### src/rtl/imm_pkg.sv
// Shared constants for the pipelined immediate generator.
// Format select encodings and the legal-XLEN check.
package imm_pkg;

    localparam int IMM_SRC_W = 3;

    localparam logic [IMM_SRC_W-1:0] IMM_I = 3'b000;
    localparam logic [IMM_SRC_W-1:0] IMM_S = 3'b001;
    localparam logic [IMM_SRC_W-1:0] IMM_B = 3'b010;
    localparam logic [IMM_SRC_W-1:0] IMM_J = 3'b011;
    localparam logic [IMM_SRC_W-1:0] IMM_U = 3'b100;
    localparam logic [IMM_SRC_W-1:0] IMM_Z = 3'b101;

    function automatic bit xlen_ok(input int xlen);
        return (xlen == 32) || (xlen == 64);
    endfunction

endpackage

### src/rtl/imm_decode.sv
// Combinational immediate extraction from instruction bits [31:7].
// instr[k] is instruction bit k+7; unknown formats yield zero and err.
module imm_decode
    import imm_pkg::*;
#(
    parameter int XLEN = 32
) (
    input  logic [24:0]          instr,
    input  logic [IMM_SRC_W-1:0] imm_src,
    output logic [XLEN-1:0]      imm,
    output logic                 err
);

    logic [11:0] w_i;
    logic [11:0] w_s;
    logic [12:0] w_b;
    logic [20:0] w_j;
    logic [31:0] w_u;
    logic [4:0]  w_z;

    assign w_i = instr[24:13];
    assign w_s = {instr[24:18], instr[4:0]};
    assign w_b = {instr[24], instr[0], instr[23:18], instr[4:1], 1'b0};
    assign w_j = {instr[24], instr[12:5], instr[13], instr[23:14], 1'b0};
    assign w_u = {instr[24:5], 12'b0};
    assign w_z = instr[12:8];

    // Select and extend the field for the requested format
    always_comb begin
        imm = '0;
        err = 1'b0;
        case (imm_src)
            IMM_I:   imm = XLEN'($signed(w_i));
            IMM_S:   imm = XLEN'($signed(w_s));
            IMM_B:   imm = XLEN'($signed(w_b));
            IMM_J:   imm = XLEN'($signed(w_j));
            IMM_U:   imm = XLEN'($signed(w_u));
            IMM_Z:   imm = XLEN'(w_z);
            default: err = 1'b1;
        endcase
    end

endmodule

### src/rtl/imm_gen_pipe.sv
// Decode-stage immediate generator with a valid/ready output register
// plus one skid entry, flush, tag passthrough and illegal-format counter.
module imm_gen_pipe
    import imm_pkg::*;
#(
    parameter int XLEN      = 32,
    parameter int TAG_W     = 32,
    parameter int ERR_CNT_W = 8
) (
    input  logic                 clk,
    input  logic                 reset,
    input  logic                 in_valid,
    output logic                 in_ready,
    input  logic [24:0]          instr,
    input  logic [IMM_SRC_W-1:0] imm_src,
    input  logic [TAG_W-1:0]     in_tag,
    input  logic                 flush,
    output logic                 out_valid,
    input  logic                 out_ready,
    output logic [XLEN-1:0]      imm,
    output logic [TAG_W-1:0]     out_tag,
    output logic                 out_err,
    output logic [ERR_CNT_W-1:0] err_count
);

    generate
        if (!xlen_ok(XLEN)) begin : g_bad_xlen
            $error("imm_gen_pipe: XLEN must be 32 or 64");
        end
    endgenerate

    logic [XLEN-1:0]      w_imm;
    logic                 w_err;
    logic                 w_in_xfer;
    logic                 w_out_xfer;
    logic                 w_load_in;
    logic                 w_load_skid;

    logic                 r_out_valid;
    logic [XLEN-1:0]      r_imm;
    logic [TAG_W-1:0]     r_tag;
    logic                 r_err;
    logic                 r_skid_valid;
    logic [XLEN-1:0]      r_skid_imm;
    logic [TAG_W-1:0]     r_skid_tag;
    logic                 r_skid_err;
    logic [ERR_CNT_W-1:0] r_err_cnt;

    imm_decode #(
        .XLEN(XLEN)
    ) u_dec (
        .instr  (instr),
        .imm_src(imm_src),
        .imm    (w_imm),
        .err    (w_err)
    );

    assign in_ready    = !r_skid_valid;
    assign w_in_xfer   = in_valid && in_ready;
    assign w_out_xfer  = r_out_valid && out_ready;
    assign w_load_in   = w_in_xfer && (!r_out_valid || w_out_xfer);
    assign w_load_skid = w_in_xfer && r_out_valid && !w_out_xfer;

    assign out_valid = r_out_valid;
    assign imm       = r_imm;
    assign out_tag   = r_tag;
    assign out_err   = r_err;
    assign err_count = r_err_cnt;

    // Output register and skid entry; flush empties both
    always_ff @(posedge clk or posedge reset) begin
        if (reset) begin
            r_out_valid  <= 1'b0;
            r_imm        <= '0;
            r_tag        <= '0;
            r_err        <= 1'b0;
            r_skid_valid <= 1'b0;
            r_skid_imm   <= '0;
            r_skid_tag   <= '0;
            r_skid_err   <= 1'b0;
        end else if (flush) begin
            r_out_valid  <= 1'b0;
            r_skid_valid <= 1'b0;
        end else begin
            if (w_load_in) begin
                r_out_valid <= 1'b1;
                r_imm       <= w_imm;
                r_tag       <= in_tag;
                r_err       <= w_err;
            end else if (w_out_xfer && r_skid_valid) begin
                r_imm <= r_skid_imm;
                r_tag <= r_skid_tag;
                r_err <= r_skid_err;
            end else if (w_out_xfer) begin
                r_out_valid <= 1'b0;
            end
            if (w_load_skid) begin
                r_skid_valid <= 1'b1;
                r_skid_imm   <= w_imm;
                r_skid_tag   <= in_tag;
                r_skid_err   <= w_err;
            end else if (w_out_xfer) begin
                r_skid_valid <= 1'b0;
            end
        end
    end

    // Saturating count of accepted illegal formats, not cleared by flush
    always_ff @(posedge clk or posedge reset) begin
        if (reset) begin
            r_err_cnt <= '0;
        end else if (w_in_xfer && !flush && w_err && (r_err_cnt != '1)) begin
            r_err_cnt <= r_err_cnt + 1'b1;
        end
    end

endmodule

### config.mk
export PLATFORM = sky130hd
export DESIGN_NAME = imm_gen_pipe
export DESIGN_NICKNAME = d
export VERILOG_FILES = /design/src/rtl/imm_pkg.sv /design/src/rtl/imm_decode.sv /design/src/rtl/imm_gen_pipe.sv
export SDC_FILE = /design/constraint.sdc
export NUM_CORES = 1
export LEC_CHECK = 0
export ABC_CLOCK_PERIOD_IN_PS = 12900
export CAP_MARGIN = 15
export CORE_MARGIN = 2
export CORE_UTILIZATION = 30
export DETAILED_ROUTE_END_ITERATION = 8
export PLACE_DENSITY = 0.49
export SKIP_CTS_REPAIR_TIMING = 1
export SLEW_MARGIN = 0
export SYNTH_ARGS = -nofsm -noshare
export SYNTH_HDL_FRONTEND = slang
export SYNTH_SLANG_ARGS = --single-unit
export TNS_END_PERCENT = 10
### constraint.sdc
create_clock -name clk -period 12.9 [get_ports clk]
set_input_delay 2.58 -clock clk [delete_from_list [all_inputs] [get_ports clk]]
set_output_delay 2.58 -clock clk [all_outputs]
set_load 0.01 [all_outputs]
==> impl_metrics.csv <==
group,metric,value,unit
run_status,outcome,"completed",
clocking,clockBufferDepth,2,
timing,grt_setup_unrepaired,"false",
clocking,cts_made_buffers,17,
detailed_routing,ant_nets,0,
detailed_routing,avgRoutedWirePerCell,16.2,µm
layout,area_delta_synth_final,35.0,%
synth,synth-xor-area-share,0.00273,
timing,skew,9.00,ps
layout,multi_input_comb_area,2680,µm²
synth,syn_avg_cell_area,9.75,µm²
critical_path,critPathArrivalTime,5060,ps
layout,final_cell_mix,"140 x dfrtp_1, 139 x clkdlybuf4s50_1, 138 x nand2_1",
global_routing,track_usage,0.162,
detailed_routing,drc,0,
die,floorplan.io_pins,140,
die,die_x,150,µm
global_routing,grt_pass1_vias,5451,
placed_design,place_area,8020,µm²
synth,synth_mux_area_frac,0.0926,
die,fp-row-count,53,
critical_path,cp.required,13220,ps
global_routing,grt_max_degree,107,
critical_path,cp_max_fo,106,
critical_path,crit_buf_inv,2,
layout,drive_gt1_frac,0.115,
synth,netlist-cell-type-count,44,
synth,ys_seq_area_frac,0.546,
flow_run,drv_cap,0,
power_and_ir_drop,powerDensity,171,nW/µm²
timing,fmax,0.211,GHz
layout,nNetsFinal,837,
timing,hold_viol,0,
detailed_routing,wirelength,17.2,mm
synth,synthAdderAreaFrac,0.00195,
placed_design,gp_congestion,0.757,
critical_path,crit_family,"buffers and inverters",
critical_path,crit_chain,"clkdlybuf4s50_1, nand2b_4, a211oi_4, buf_4, nand2_1, o211ai_1",
layout,nFillCells,1981,
hold_path,hold_class,"flip-flop to flip-flop",
synth,synth_edf_count,0,
clocking,cts_root_buf,"clkbuf_16",
power_and_ir_drop,peakVddDrop,0.0000641,V
die,dieArea,22600,µm²
synth,synthSimpleGateAreaFrac,0.163,
critical_path,critPathKind,"input pin to flip-flop",
timing,slew_viol_final,0,
synth,async_flop_share,1.00,
synth,synth_area,6420,µm²
synth,yosys_warnings,0,
timing,tightest_slew,1130,ps
critical_path,startpoint_type,"input pin",
layout,post-route-cell-area,8660,µm²
detailed_routing,num_vias,5201,
hold_path,hold_depth,2,
placed_design,dp_hpwl,11.2,mm
synth,synth_cells,658,
detailed_routing,vias_per_cell,4.91,
critical_path,regToRegStartpoint,"r_skid_valid",
synth,ys_ff_latch,140,
placed_design,numPortBuffers,139,
die,chipHeight,150,µm
critical_path,reg2reg_slack,10410,ps
detailed_routing,first_iter_violations,308,
hold_path,min_from,"r_skid_imm[20]",
clocking,insertion_delay,420,ps
detailed_routing,firstDrtPassIters,4,
layout,final_common_cell,"dfrtp_1",
timing,fin_crit,4740,ps
global_routing,antenna_found_initial,0,
synth,synth_nets,724,
power_and_ir_drop,p_leak,0.00367,µW
critical_path,reg2reg_depth,5,
critical_path,slowest_stage,"buf_4",
die,start_util,0.305,
clocking,cts_tree,"done",
clocking,htreeDepth,4,
die,core,21000,µm²
synth,synth_top_flop_cell,"dfrtp_1",
critical_path,slowest_delay,840,ps
synth,synth_top_family_by_area,"simple AND/OR/NAND/NOR gates",
layout,antennaDiodeCount,0,
synth,synth_compound_area_frac,0.155,
timing,fin_crit_sh,0.367,
hold_path,worstHoldEndpoint,"r_skid_imm[20]",
timing,setup-tns-final,0,ps
critical_path,crit_path_end_kind,"flip-flop",
layout,regArea,3500,µm²
clocking,clock_sinks,140,
global_routing,grt_pass1_wl,28.4,mm
timing,slew-limit-headroom,0.244,
global_routing,grt_overflow,0,
timing,setup_viol,0,
clocking,path_clk_slew,60,ps
critical_path,r2r-end,"imm[18]",
==> power by group <==
group | internal, µW | switching, µW
clock network | 343 | 187
registers | 541 | 62.5
logic | 190 | 153
==> cells in the mapped netlist, types with 4 or more instances <==
master | count | area [µm²]
nor2_1 | 46 | 173
nor2b_1 | 5 | 31.3
mux2i_1 | 5 | 50.1
nand3_1 | 22 | 110
o211ai_1 | 8 | 60.1
a21oi_1 | 37 | 185
a31oi_1 | 40 | 250
inv_1 | 7 | 26.3
clkbuf_1 | 34 | 128
o21a_1 | 4 | 30.0
o21ai_0 | 50 | 250
and2_1 | 12 | 75.1
buf_2 | 12 | 60.1
o22a_1 | 8 | 70.1
mux2_2 | 35 | 394
and3_1 | 4 | 25.0
nand2_1 | 138 | 518
mux2_4 | 10 | 150
dfrtp_1 | 140 | 3500
==> stage by stage <==
step	total power (µW)	cells	utilization	worst slack, ps	hold slack [ps]
6_report	1480	1059	0.412	8160	476
5_1_grt	1570	1059	0.412	7930	502
4_1_cts	1500	1059	0.412	8160	483
3_5_place_dp	960	1027	0.381	7730	469
3_3_place_gp	948	1026	0.380	7750	457
2_1_floorplan	776	658	-	6570	445
==> cells by family after synthesis <==
family / Yosys count
AO/OA/AOI/OAI: 165
XOR/XNOR: 2
adder cells (fa/ha/maj): 1
buffers and inverters: 58
flip-flops: 140
multiplexers: 50
AND/OR/NAND/NOR: 242
==> tightest hold or removal path: cells and delay by family (launching register included) <==
family             cells  cell delay [ps]
AOI/OAI and AO/OA      1               60
DFF                    1              330
and+or+nand+nor        1               40
==> worst max-delay path by stage <==
stage / end / from / cells past startpoint / slack, ps
6_report: imm[18] / in_valid / 6 / 8160
5_1_grt: imm[15] / in_valid / 6 / 7930
4_1_cts: imm[18] / in_valid / 6 / 8160
3_5_place_dp: imm[15] / in_valid / 6 / 7730
3_3_place_gp: imm[0] / out_ready / 5 / 7750
2_1_floorplan: err_count[0] / reset / 1 / 6570
==> layout make-up <==
| class | instances | area share |
|---|---|---|
| Tap cell | 275 | 0.0397 |
| Multi-Input combinational cell | 460 | 0.310 |
| Inverter | 7 | 0.00361 |
| Timing Repair Buffer | 145 | 0.168 |
| Clock inverter | 11 | 0.0189 |
| Clock buffer | 21 | 0.0555 |
| Sequential cell | 140 | 0.404 |
==> routing by layer <==
| layer | routed length, µm | part of all wire | GRT usage |
|---|---|---|---|
| met5 | 0 | 0 | 0 |
| met2 | 8040 | 0.47 | 0.257 |
| met4 | 288 | 0.017 | 0.0528 |
| met1 | 7950 | 0.46 | 0.212 |
| met3 | 885 | 0.052 | 0.0461 |
==> registers in the layout (all words and copies together), names as in the netlist <==
name,count
r_skid_imm,32
err_count,8
r_skid_valid,1
r_skid_tag,32
imm,32
out_tag,32
out_valid,1
r_skid_err,1
out_err,1
(Power assumes the default switching activity.)
